## src/rtl/maxnet_pkg.sv

```systemverilog
// Shared state encoding and Q-format helpers for the Maxnet winner-take-all engine.
package maxnet_pkg;

    typedef enum logic [2:0] {IDLE, SUM, UPDATE, CHECK, DONE} state_t;

    // Working width of the inhibition datapath; holds eps*(S-a) for W up to about 56.
    localparam int PW = 128;

    localparam int DEF_FRAC = 8;
    localparam int ONE      = 1 << DEF_FRAC;

    function automatic logic signed [PW-1:0] sat_w(input logic signed [PW-1:0] x, input int w);
        logic signed [PW-1:0] one, hi, lo;
        one = PW'(1);
        hi  = (one <<< (w - 1)) - one;
        lo  = -hi - one;
        if (x > hi) return hi;
        if (x < lo) return lo;
        return x;
    endfunction

    function automatic logic signed [PW-1:0] relu_clamp(input logic signed [PW-1:0] x, input int w);
        logic signed [PW-1:0] one, hi;
        one = PW'(1);
        hi  = (one <<< (w - 1)) - one;
        if (x[PW-1]) return '0;
        if (x > hi) return hi;
        return x;
    endfunction

endpackage

```

## src/rtl/maxnet_inhibit_lane.sv

```systemverilog
// One Maxnet inhibition step for a single channel: a_next = relu(a - sat(eps*(S-a) >>> FRAC)).
module maxnet_inhibit_lane
    import maxnet_pkg::*;
#(
    parameter int W    = 16,
    parameter int FRAC = 8,
    parameter int SW   = 18
) (
    input  logic [W-1:0]  aVal_i,
    input  logic [SW-1:0] sum_i,
    input  logic [W-1:0]  eps_i,
    output logic [W-1:0]  aNext_o,
    output logic          sat_o
);

    logic signed [PW-1:0] aWide, sumWide, epsWide, prod, pRaw, pSat;

    // Arithmetic shift of the wide product floors toward -inf before saturation.
    always_comb begin
        aWide   = {{(PW-W){aVal_i[W-1]}}, aVal_i};
        sumWide = {{(PW-SW){sum_i[SW-1]}}, sum_i};
        epsWide = {{(PW-W){eps_i[W-1]}}, eps_i};
        prod    = (sumWide - aWide) * epsWide;
        pRaw    = prod >>> FRAC;
        pSat    = sat_w(pRaw, W);
        sat_o   = (pSat != pRaw);
        aNext_o = W'(relu_clamp(aWide - pSat, W));
    end

endmodule

```

## src/rtl/maxnet_engine.sv

```systemverilog
// Self-sequenced Maxnet engine: serial sum pass, serial in-place update pass, then a winner check.
module maxnet_engine
    import maxnet_pkg::*;
#(
    parameter int N        = 4,
    parameter int W        = 16,
    parameter int FRAC     = 8,
    parameter int MAX_ITER = 32
) (
    input  logic                          clk,
    input  logic                          rst_n,
    input  logic                          start,
    input  logic [N*W-1:0]                a_in,
    input  logic [W-1:0]                  eps_in,
    output logic                          busy,
    output logic                          done,
    output logic [$clog2(N)-1:0]          winner_idx,
    output logic [W-1:0]                  winner_val,
    output logic                          no_winner,
    output logic                          timeout,
    output logic                          overflow,
    output logic [$clog2(MAX_ITER+1)-1:0] iter_count
);

    localparam int IW = $clog2(N);
    localparam int SW = W + IW;
    localparam int CW = $clog2(N + 1);
    localparam int TW = $clog2(MAX_ITER + 1);
    localparam logic [IW-1:0] LAST = IW'(N - 1);

    state_t        state_q, state_d;
    logic [W-1:0]  aReg_q [N];
    logic [W-1:0]  aReg_d [N];
    logic [W-1:0]  prim_q [N];
    logic [W-1:0]  prim_d [N];
    logic [W-1:0]  eps_q, eps_d;
    logic [SW-1:0] sum_q, sum_d;
    logic [IW-1:0] chan_q, chan_d;
    logic [CW-1:0] liveCnt_q, liveCnt_d;
    logic [IW-1:0] lastIdx_q, lastIdx_d;
    logic [TW-1:0] iter_q, iter_d;
    logic [IW-1:0] winIdx_q, winIdx_d;
    logic [W-1:0]  winVal_q, winVal_d;
    logic          noWin_q, noWin_d;
    logic          timeout_q, timeout_d;
    logic          ovf_q, ovf_d;

    logic [W-1:0]  laneNext;
    logic          laneSat;

    maxnet_inhibit_lane #(.W(W), .FRAC(FRAC), .SW(SW)) uLane (
        .aVal_i  (aReg_q[chan_q]),
        .sum_i   (sum_q),
        .eps_i   (eps_q),
        .aNext_o (laneNext),
        .sat_o   (laneSat)
    );

    always_comb begin
        state_d   = state_q;
        aReg_d    = aReg_q;
        prim_d    = prim_q;
        eps_d     = eps_q;
        sum_d     = sum_q;
        chan_d    = chan_q;
        liveCnt_d = liveCnt_q;
        lastIdx_d = lastIdx_q;
        iter_d    = iter_q;
        winIdx_d  = winIdx_q;
        winVal_d  = winVal_q;
        noWin_d   = noWin_q;
        timeout_d = timeout_q;
        ovf_d     = ovf_q;
        case (state_q)
            IDLE, DONE: begin
                if (start) begin
                    for (int i = 0; i < N; i++) begin
                        prim_d[i] = a_in[i*W +: W];
                        aReg_d[i] = a_in[i*W + W - 1] ? '0 : a_in[i*W +: W];
                    end
                    eps_d     = eps_in;
                    sum_d     = '0;
                    chan_d    = '0;
                    liveCnt_d = '0;
                    lastIdx_d = '0;
                    iter_d    = '0;
                    winIdx_d  = '0;
                    winVal_d  = '0;
                    noWin_d   = 1'b0;
                    timeout_d = 1'b0;
                    ovf_d     = 1'b0;
                    state_d   = SUM;
                end
            end
            SUM: begin
                // Channels are kept non-negative, so zero extension is exact and the sum never wraps.
                sum_d  = sum_q + SW'(aReg_q[chan_q]);
                chan_d = chan_q + IW'(1);
                if (chan_q == LAST) begin
                    chan_d    = '0;
                    liveCnt_d = '0;
                    lastIdx_d = '0;
                    state_d   = UPDATE;
                end
            end
            UPDATE: begin
                aReg_d[chan_q] = laneNext;
                if (laneSat) ovf_d = 1'b1;
                if (laneNext != '0) begin
                    liveCnt_d = liveCnt_q + CW'(1);
                    lastIdx_d = chan_q;
                end
                chan_d = chan_q + IW'(1);
                if (chan_q == LAST) begin
                    chan_d  = '0;
                    state_d = CHECK;
                end
            end
            CHECK: begin
                iter_d = iter_q + TW'(1);
                if (liveCnt_q == CW'(1)) begin
                    winIdx_d = lastIdx_q;
                    winVal_d = prim_q[lastIdx_q];
                    state_d  = DONE;
                end else if (liveCnt_q == '0) begin
                    noWin_d = 1'b1;
                    state_d = DONE;
                end else if (iter_d == TW'(MAX_ITER)) begin
                    timeout_d = 1'b1;
                    state_d   = DONE;
                end else begin
                    sum_d   = '0;
                    state_d = SUM;
                end
            end
            default: state_d = IDLE;
        endcase
    end

    always_ff @(posedge clk) begin
        if (!rst_n) begin
            state_q <= IDLE;
            for (int i = 0; i < N; i++) begin
                aReg_q[i] <= '0;
                prim_q[i] <= '0;
            end
            eps_q     <= '0;
            sum_q     <= '0;
            chan_q    <= '0;
            liveCnt_q <= '0;
            lastIdx_q <= '0;
            iter_q    <= '0;
            winIdx_q  <= '0;
            winVal_q  <= '0;
            noWin_q   <= 1'b0;
            timeout_q <= 1'b0;
            ovf_q     <= 1'b0;
        end else begin
            state_q   <= state_d;
            aReg_q    <= aReg_d;
            prim_q    <= prim_d;
            eps_q     <= eps_d;
            sum_q     <= sum_d;
            chan_q    <= chan_d;
            liveCnt_q <= liveCnt_d;
            lastIdx_q <= lastIdx_d;
            iter_q    <= iter_d;
            winIdx_q  <= winIdx_d;
            winVal_q  <= winVal_d;
            noWin_q   <= noWin_d;
            timeout_q <= timeout_d;
            ovf_q     <= ovf_d;
        end
    end

    assign busy       = (state_q == SUM) || (state_q == UPDATE) || (state_q == CHECK);
    assign done       = (state_q == DONE);
    assign winner_idx = winIdx_q;
    assign winner_val = winVal_q;
    assign no_winner  = noWin_q;
    assign timeout    = timeout_q;
    assign overflow   = ovf_q;
    assign iter_count = iter_q;

endmodule

```

## config.mk

```make
export PLATFORM = sky130hd
export DESIGN_NAME = maxnet_engine
export DESIGN_NICKNAME = d
export VERILOG_FILES = /design/src/rtl/maxnet_pkg.sv /design/src/rtl/maxnet_inhibit_lane.sv /design/src/rtl/maxnet_engine.sv
export SDC_FILE = /design/constraint.sdc
export NUM_CORES = 1
export LEC_CHECK = 0
export BUFFER_PORTS_ARGS = -buffer_cell sky130_fd_sc_hd__buf_2
export CAP_MARGIN = 20
export CORE_ASPECT_RATIO = 0.7
export CORE_MARGIN = 2
export CORE_UTILIZATION = 55
export CTS_BUF_LIST = sky130_fd_sc_hd__clkbuf_2
export DETAILED_ROUTE_END_ITERATION = 12
export GPL_ROUTABILITY_DRIVEN = 0
export HOLD_SLACK_MARGIN = 0.03
export PLACE_DENSITY_LB_ADDON = 0.25
export SYNTH_ARGS = -nofsm -noshare
export SYNTH_HDL_FRONTEND = slang
export SYNTH_SLANG_ARGS = --single-unit
```

## constraint.sdc

```tcl
create_clock -name clk -period 19.61 [get_ports clk]
set_clock_uncertainty 0.2 [all_clocks]
set_input_delay 0.9805 -clock clk [delete_from_list [all_inputs] [get_ports clk]]
set_output_delay 0.9805 -clock clk [all_outputs]
set_load 0.02 [all_outputs]
```

======== Word-level counts from Yosys, hierarchy flattened ========
Index checks and enable logic that the tools add are counted.
Widths: inputs -> output; s select.
word-level totals
  bits in registers ....................... 199
  input port bits ......................... 83
  output and inout bits ................... 29
  word-level logic and storage cells ...... 146
operators by class
  $add $sub $neg .......................... 6
  $mul .................................... 1
  $lt $le $gt $ge ......................... 6
  equal/unequal tests ..................... 19
  mux-type cells .......................... 68
  bitwise logic cells ..................... 2
  reductions and logical operators ........ 24
operators with widths
  kind                   count
  $mux 128               4
  $mux 16                11
  $gt 128x16->1 const B  1
  $ne 128x120->1         1
  $pmux 64 s2            1
  $sub 16x128->128       1
  $gt 120x16->1 const B  1
  $lt 120x16->1 const B  1
  $mux 18                4
  $bmux 16 s2            2
  $bwmux 64              1
  $mux 64                1
  $mux 15                4
  $pmux 18 s3            1
  $mul 19x16->35         1
  $demux 16 s2           1
  $pmux 16 s2            1
  $mux 3                 9
  $ne 2x2->1 const B     11
  $sub 18x16->19         1
  $add 18x16->18         1
  $reduce_bool 16->1     1
  $mux 1                 13
  $pmux 3 s4             1
  other kinds (28)       52

======== Longest topological paths before layout ========
Gate-level depths: netlist (run 1).
  depth in word-level cells ............... 20
  depth in mapped cells ................... 69
  gate-level depth less buffers ........... 62

======== Hierarchy ========
A second synthesis (run 1) with hierarchy kept.
unflattened totals
  cells, all modules ...................... 3062
  area, all modules ....................... 26529.2 um^2
modules (own cells, without submodules)
  module               instances  cells an instance  area each (um^2)  seq. area each (um^2)
  maxnet_inhibit_lane  1          1898               16313.1           0.0
  maxnet_engine        1          1164               10216.0           3983.8

======== Worst setup path after synthesis (run 1) ========
Ideal clock, no wire load.
  path type ............................... flip-flop to flip-flop
  start ................................... reg chan_q[1]
  end ..................................... reg lastIdx_q[0]
  setup time .............................. 0.117 ns
  data arrival time ....................... 16.186 ns
  required time ........................... 19.293 ns
  setup slack ............................. 3.107 ns
  stages on the path, launching flop included .. 54
  path buffers ............................ 6
  period minus slack after synthesis ...... 16.503 ns
  path through ............................ dfxtp_1 > clkbuf_1 > buf_1 > mux4_2 > inv_1 > ha_1 > inv_1 > or4_1 > o21ai_0 > clkbuf_1 > nand2_1 > inv_1 > fa_1 > inv_1 > fa_1 > xnor2_1 > xnor2_1 > fa_1 > [18 not listed] > nor3_1 > o21ai_1 > clkbuf_1 > o211a_1 > fa_1 > inv_1 > fa_1 > nand4b_1 > nor4_1 > o221ai_1 > nor4_1 > o221ai_1 > a2111oi_0 > o2111ai_1 > nor4_4 > nand4_4 > and3_4 > a22o_1
between the ends
  longest elaborated chain between the ends .. 20
  elaborated cells between the ends (all ways) .. 27
  those cells by class .................... add/sub (2); mul (1); order compare (3); eq/ne (3); mux (15); bitwise (1); reduce/logical (2)
RTL lines
  element                                      RTL line                   source
  from (decl)                                  maxnet_engine.sv:38        logic [IW-1:0] chan_q, chan_d;
  from (signal assigned)                       maxnet_engine.sv:164       chan_q <= chan_d;
  $not 2->3 (implied by the code)              maxnet_engine.sv:52        .aVal_i (aReg_q[chan_q]),
  $bmux 16 s2                                  maxnet_engine.sv:52
  $mux 16 (implied by the code) (2 in series)  maxnet_engine.sv:52
  $sub 18x16->19                               maxnet_inhibit_lane.sv:23  prod = (sumWide - aWide) * epsWide;
  $mul 19x16->35                               maxnet_inhibit_lane.sv:23
  $lt 120x16->1                                maxnet_pkg.sv:18           if (x < lo) return lo;
  $mux 1 (2 in series)                         maxnet_pkg.sv:18
  $mux 128                                     maxnet_pkg.sv:19           return x;
  $mux 128                                     maxnet_pkg.sv:18
  $sub 16x128->128                             maxnet_inhibit_lane.sv:27  aNext_o = W'(relu_clamp(aWide - pSat, W));
  $gt 128x16->1                                maxnet_pkg.sv:27           if (x > hi) return hi;
  $mux 1 (2 in series)                         maxnet_pkg.sv:27
  $mux 16                                      maxnet_pkg.sv:28           return x;
  $mux 16                                      maxnet_pkg.sv:27
  $reduce_bool 16->1                           maxnet_engine.sv:109       if (laneNext != '0) begin
  $ne 2x2->1 (no line)                         n/a
  $reduce_and 4->1 (no line) *                 n/a
  to (signal assigned)                         maxnet_engine.sv:166       lastIdx_q <= lastIdx_d;
  to (decl)                                    maxnet_engine.sv:40        logic [IW-1:0] lastIdx_q, lastIdx_d;
Every way passes the cells marked *; elsewhere a longest branch is shown, timed or not. The select of a mux whose other input is x is not followed.
A chain may end at the register's enable or synchronous reset.

======== Worst setup path in the final report (run 1) ========
  start ................................... reg chan_q[0]
  end ..................................... reg aReg_q[39] (netlist name)
between the ends
  longest elaborated chain between the ends .. 19
  elaborated cells between the ends (all ways) .. 29
  those cells by class .................... add/sub (2); mul (1); order compare (5); mux (19); bitwise (1); reduce/logical (1)
RTL lines
  element                                      RTL line                                   source
  $not 2->3 (implied by the code) *            maxnet_engine.sv:52, maxnet_engine.sv:107
  $bmux 16 s2                                  maxnet_engine.sv:52
  $mux 16 (implied by the code) (2 in series)  maxnet_engine.sv:52
  $sub 18x16->19                               maxnet_inhibit_lane.sv:23
  $mul 19x16->35                               maxnet_inhibit_lane.sv:23
  $lt 120x16->1                                maxnet_pkg.sv:18
  $mux 1 (2 in series)                         maxnet_pkg.sv:18
  $mux 128                                     maxnet_pkg.sv:19
  $mux 128                                     maxnet_pkg.sv:18
  $sub 16x128->128                             maxnet_inhibit_lane.sv:27
  $gt 128x16->1                                maxnet_pkg.sv:27
  $mux 1 (2 in series)                         maxnet_pkg.sv:27
  $mux 16                                      maxnet_pkg.sv:28
  $mux 16                                      maxnet_pkg.sv:27
  $bwmux 64 *                                  maxnet_engine.sv:107                       aReg_d[chan_q] = laneNext;
  $pmux 64 s2 *                                maxnet_engine.sv:74                        case (state_q)
  to (signal assigned)                         maxnet_engine.sv:160                       aReg_q <= aReg_d;
  to (decl)                                    maxnet_engine.sv:32                        logic [W-1:0] aReg_q [N];
Marks and branches as above.

==> impl_metrics.py, run 1 <==
metrics = {
    "synthesis": {
        "synth_edf_count": 0,
        "yosysWarnings": 0,
        "ys_seq_area_share_pct": 16.1,
        "synthTopCellsByArea": "fa_1 28%, dfxtp_1 16%, ha_1 7.9%",
        "ys_types": 84,
        "synth-async-reset-ratio_pct": 0,
        "synth_top_area_share_pct": 27.7,
        "synthesis.area_um2": 24800,
        "syn_inst": 2866,
        "yosys.area.top_type": "fa_1",
        "synth_nets": 3449,
        "ys_seq_elements": 199,
        "synth.avg_cell_area_um2": 8.64,
        "ys.flop_type": "dfxtp_1",
    },
    "clock_tree": {
        "cts_tree": "done",
        "clk_pin_slew_ns": 0.35,
        "cts_root_buf": "clkbuf_2",
        "numCtsBuffers": 17,
        "ctsResizeCount": 0,
        "clk-insertion-delay-late_ns": 1.04,
        "cts_buffer_depth": 2,
        "htreeDepth": 4,
        "cts_hold_buf": 72,
        "clock_sinks": 199,
        "post_cts_buffers": 0,
    },
    "detailed_routing": {
        "drt_iter0_drc": 2032,
        "drtAntennaViolNets": 0,
        "viasPerCell": 5.83,
        "drt_pre_antenna_iters": 9,
        "drc": 0,
        "vias": 20800,
        "wl_per_cell_um": 19.4,
        "finalWirelength_mm": 69.0,
    },
    "cells_and_area": {
        "fin_nets": 3535,
        "final_common_cell": "inv_1",
        "fillers": 3771,
        "final_cell_mix": "435 x inv_1, 389 x nand2_1, 343 x fa_1",
        "final_cells": 3562,
        "area_growth_pct": 8.73,
        "layout-drive-gt1-share_pct": 8.26,
    },
    "global_route": {
        "grt_use_total_pct": 30.2,
        "top_usage_layer": "met2",
        "grt_pass1_vias": 21200,
        "grt_pass1_wl_mm": 113,
        "use_met1_pct": 44.9,
        "antenna_found_initial": 1,
        "gr-total-overflow": 0,
        "met2_usage_pct": 46.2,
        "use_met3_pct": 5.21,
        "grt_max_degree": 140,
    },
    "timing": {
        "fmax_ghz": 0.0548,
        "max-slew-margin-rel_pct": 28.2,
        "slew_violations": 0,
        "tightest_slew_ns": 1.07,
        "layout_min_cycle_time_ns": 18.26,
        "grt_setup_unrepaired": "false",
        "final_hold_viol_count": 0,
        "setup_viol": 0,
        "setup_tns_ns": 0,
        "timing.final.crit_share_pct": 93.1,
    },
    "setup_path": {
        "slowest_delay_ns": 0.88,
        "slowest_stage": "dfxtp_1",
        "worstPathRequired_ns": 20.25,
        "cp_common_cell": "fa_1",
        "reg2reg_slack_ns": 1.35,
        "crit_arrival_ns": 18.91,
        "cp-end-kind": "register",
        "worstReg2RegStart": "chan_q[0]",
        "crit_start": "chan_q[0]",
        "rr_worst_depth": 63,
        "critPathMaxFanout": 20,
        "worstReg2RegEnd": "aReg_q[39]",
        "crit_path_start_kind": "register",
        "critPathKind": "register to register",
    },
    "floorplan": {
        "dieArea_um2": 46700,
        "fp.dieH_um": 181,
        "num_rows": 64,
        "io_pins": 112,
        "coreArea_um2": 44000,
        "fp.dieW_um": 258,
        "start_util_pct": 56.2,
    },
    "min_path": {
        "holdCritPathClass": "input port to register",
        "min_path_cells": 3,
        "min-delay-start": "a_in[1]",
        "whs_endpoint": "prim_q[49]",
    },
    "place": {
        "dp_hpwl_mm": 52.3,
        "dp.cells": 3449,
        "numPortBuffers": 111,
    },
    "flow_run": {
        "cap_violations": 0,
    },
    "outcome": {
        "status": "finished clean",
    },
}
[state kept, by name, summed over array words and instances, names as in the netlist]
register    count
aReg_q         64
prim_q         64
sum_q          18
eps_q          16
winner_val     16
iter_count      6
liveCnt_q       3
state_q         3
chan_q          2
lastIdx_q       2
winner_idx      2
no_winner       1
overflow        1
timeout         1
[worst max-delay path, delay by kind of cell (launching register included)]
family | cells | cell delay (ns)
buf+inv | 8 | 1.19
flops | 1 | 0.88
fa+ha+maj | 12 | 5.14
xor+xnor | 2 | 0.58
mux | 1 | 0.70
simple gates | 15 | 3.47
compound gates | 25 | 5.95
[logic make-up (layout without fill, tap and decap cells)]
family,Yosys count,count (layout),share of synthesized area [%]
AOI/OAI and AO/OA,597,597,16.1
and+or+nand+nor,848,848,16.8
adders and majority gates,502,502,35.8
DFF,199,199,16.1
buffers and inverters,600,699,9.16
xor gates and xnor gates,81,81,2.87
muxes,39,39,3.20
other,0,3,0
[how the worst max path moves through the flow]
stage / end / slack, ns / cells past startpoint
3_5_place_dp: aReg_q[39] / 1.33 / 63
6_report: aReg_q[39] / 1.35 / 63
5_1_grt: aReg_q[33] / 0.14 / 63
2_1_floorplan: lastIdx_q[0] / 3.11 / 53
3_3_place_gp: lastIdx_q[1] / 2.05 / 63
4_1_cts: aReg_q[39] / 1.23 / 63
[layer usage]
metal  wire, um  share of wire, %
met5          0                 0
met4       1310               1.9
met3       6020               8.7
met2      30200                44
met1      31400                46
[synth_stat cells (all sizes together) (8+ instances only)]
| library cell | count |
|---|---|
| a21o | 29 |
| nand2 | 390 |
| ha | 157 |
| mux4 | 32 |
| a31oi | 11 |
| and3 | 23 |
| clkbuf | 151 |
| o211a | 17 |
| nor3 | 19 |
| inv | 436 |
| nor2b | 57 |
| nor4 | 10 |
| nand3 | 43 |
| buf | 11 |
| nand2b | 30 |
| and2 | 131 |
| a211oi | 11 |
| nand4 | 15 |
| fa | 343 |
| o21a | 31 |
| a22oi | 75 |
| nor2 | 89 |
| a21boi | 102 |
| a21oi | 149 |
| xor2 | 26 |
| o21ai | 108 |
| xnor2 | 55 |
| or3 | 8 |
| dfxtp | 199 |
[through the flow]
step	utilization, %	hold WS, ns	worst slack (ns)	instance area (um^2)
after floorplan	-	0.240	3.11	24800
after global placement	58.5	0.250	2.05	25800
after detailed placement	58.5	0.260	1.33	25800
after CTS	60.9	0.0330	1.23	26800
after global routing	61.1	0.0540	0.136	26900
final	61.1	0.104	1.35	26900
[area by class of cell]
cell class | instances | area, um^2 | area share (%)
Inverter | 438 | 1640 | 6.11
Clock buffer | 17 | 85.1 | 0.316
Tap cell | 594 | 743 | 2.76
Timing Repair Buffer | 229 | 1660 | 6.16
Multi-Input combinational cell | 2067 | 18500 | 68.9
Antenna cell | 3 | 7.51 | 0.0279
Sequential cell | 199 | 3980 | 14.8
Clock inverter | 15 | 246 | 0.916
Power of run 1 is left out: the tool's default activity adds up to more than one toggle a clock period on the data nets, which glitch-free logic cannot reach.
==> run 2: changes to the inputs <==
--- a/config.mk
+++ b/config.mk
@@ -9,7 +9,7 @@
 export CAP_MARGIN = 20
 export CORE_ASPECT_RATIO = 0.7
 export CORE_MARGIN = 2
-export CORE_UTILIZATION = 55
+export CORE_UTILIZATION = 56
 export CTS_BUF_LIST = sky130_fd_sc_hd__clkbuf_2
 export DETAILED_ROUTE_END_ITERATION = 12
 export GPL_ROUTABILITY_DRIVEN = 0
==> constraint.sdc (replaced) <==
create_clock -name clk -period 19.8 [get_ports clk]
set_clock_uncertainty 0.2 [all_clocks]
set_input_delay 0.99 -clock clk [delete_from_list [all_inputs] [get_ports clk]]
set_output_delay 0.99 -clock clk [all_outputs]
set_load 0.02 [all_outputs]
==> impl_metrics.py, run 2 (synthesis results as in run 1) <==
metrics = {
    "setup_path": {
        "crit_start": "chan_q[1]",
        "cp_common_cell": "fa_1",
        "reg2reg_slack_ns": 1.57,
        "slowest_stage": "dfxtp_1",
        "cp_num_buf_inv": 8,
        "cp_top_family": "compound AO/OA/AOI/OAI gates",
        "worstReg2RegStart": "chan_q[1]",
        "rr_worst_depth": 61,
        "slowest_delay_ns": 0.83,
        "worstReg2RegEnd": "aReg_q[62]",
        "crit_path_start_kind": "register",
        "critPathKind": "register to register",
        "worstPathRequired_ns": 20.38,
        "cp-end-kind": "register",
        "critPathMaxFanout": 20,
        "crit_arrival_ns": 18.81,
    },
    "clock_tree": {
        "numCtsBuffers": 17,
        "ctsResizeCount": 0,
        "htreeDepth": 4,
        "cts_root_buf": "clkbuf_2",
        "clk_pin_slew_ns": 0.36,
        "cts_hold_buf": 52,
        "post_cts_buffers": 0,
        "clock_sinks": 199,
        "cts_tree": "done",
        "cts_buffer_depth": 2,
        "clk-insertion-delay-late_ns": 1.02,
    },
    "floorplan": {
        "io_pins": 112,
        "fp.dieW_um": 255,
        "start_util_pct": 56.7,
        "dieArea_um2": 45900,
        "num_rows": 64,
        "fp.dieH_um": 180,
        "coreArea_um2": 43600,
    },
    "detailed_routing": {
        "top_layer": "met4",
        "finalWirelength_mm": 67.8,
        "wl_per_cell_um": 19.2,
        "drt_pre_antenna_iters": 6,
        "dr_wl_met3_mm": 5.92,
        "drt_iter0_drc": 1960,
        "drtAntennaViolNets": 0,
        "vias": 20600,
        "dr_wl_met2_mm": 30.4,
        "wl_met1_mm": 30.1,
        "viasPerCell": 5.83,
        "drc": 0,
    },
    "cells_and_area": {
        "final_common_cell": "inv_1",
        "fin_nets": 3514,
        "fillers": 3753,
        "fin_util_pct": 61.2,
        "final_cell_mix": "435 x inv_1, 389 x nand2_1, 343 x fa_1",
        "layout-drive-gt1-share_pct": 8.46,
        "area_growth_pct": 7.86,
        "top_regs": "aReg_q (64), prim_q (64), sum_q (18)",
    },
    "timing": {
        "setup_viol": 0,
        "tightest_slew_ns": 1.09,
        "setup_tns_ns": 0,
        "fmax_ghz": 0.0549,
        "max-slew-margin-rel_pct": 27.4,
        "final_hold_viol_count": 0,
        "fin_ws_ns": 1.57,
        "slew_violations": 0,
        "layout_min_cycle_time_ns": 18.23,
        "grt_setup_unrepaired": "false",
        "timing.final.crit_share_pct": 92.1,
    },
    "min_path": {
        "whs_endpoint": "prim_q[26]",
        "min_path_cells": 3,
        "holdCritPathClass": "input port to register",
        "min-delay-start": "a_in[42]",
    },
    "global_route": {
        "grt_max_degree": 101,
        "gr-total-overflow": 0,
        "grt_pass1_wl_mm": 111,
        "grt_use_total_pct": 30.6,
        "grt_pass1_vias": 21100,
        "antenna_found_initial": 2,
    },
    "place": {
        "dp_hpwl_mm": 51.5,
        "numPortBuffers": 111,
        "place_ws_ns": 1.61,
    },
    "flow_run": {
        "cap_violations": 0,
    },
    "outcome": {
        "status": "finished clean",
    },
}
==> run 2: changes by cell type in the layout (fill, tap and decap cells not counted), moves of 2 or more <==
cell | before | now
xnor2_1 | 52 | 50
buf_8 | 0 | 3
dlygate4sd3_1 | 76 | 52
xnor2_2 | 3 | 5
diode_2 | 3 | 1
==> run 2: area by class of cell <==
class                           instances  area [um^2]  share of cell area (%)
Inverter                              438         1640                    6.16
Sequential cell                       199         3980                    14.9
Timing Repair Buffer                  208         1440                    5.40
Tap cell                              594          743                    2.78
Clock buffer                           17         85.1                   0.319
Antenna cell                            1         2.50                 0.00937
Clock inverter                         15          239                   0.895
Multi-Input combinational cell       2067        18600                    69.5
==> run 2: routing by layer <==
metal	track usage (%)	up-vias
met5	0	-
met4	7.35	0
met3	5.73	108
met2	46.8	875
met1	44.8	10200
li1	-	9443
==> run 2: how the worst max path moves through the flow <==
stage | to | slack [ns] | cells after the start
3_5_place_dp | aReg_q[62] | 1.61 | 60
6_report | aReg_q[62] | 1.57 | 61
5_1_grt | aReg_q[27] | 0.34 | 64
2_1_floorplan | lastIdx_q[0] | 3.30 | 53
4_1_cts | aReg_q[62] | 1.53 | 64
3_3_place_gp | lastIdx_q[1] | 1.57 | 61
==> run 2: per-stage QoR <==
step / area [um^2] / hold WS (ns) / cells
after floorplan: 24800 / 0.240 / 2866
after global placement: 25800 / 0.249 / 3449
after detailed placement: 25800 / 0.259 / 3450
after CTS: 26600 / 0.0306 / 3534
after global routing: 26700 / 0.0334 / 3539
final: 26700 / 0.117 / 3539
==> run 2: worst reg2reg max path: cells and delay by family (launching register included) <==
| kind | cells | cell delay, ns |
|---|---|---|
| adder cells (fa/ha/maj) | 12 | 5.21 |
| AND/OR/NAND/NOR | 13 | 3.56 |
| AO/OA/AOI/OAI | 26 | 6.37 |
| XOR/XNOR | 1 | 0.20 |
| multiplexers | 1 | 0.36 |
| flip-flops | 1 | 0.83 |
| buffers and inverters | 8 | 1.41 |
Power of run 2 is left out for the same reason.
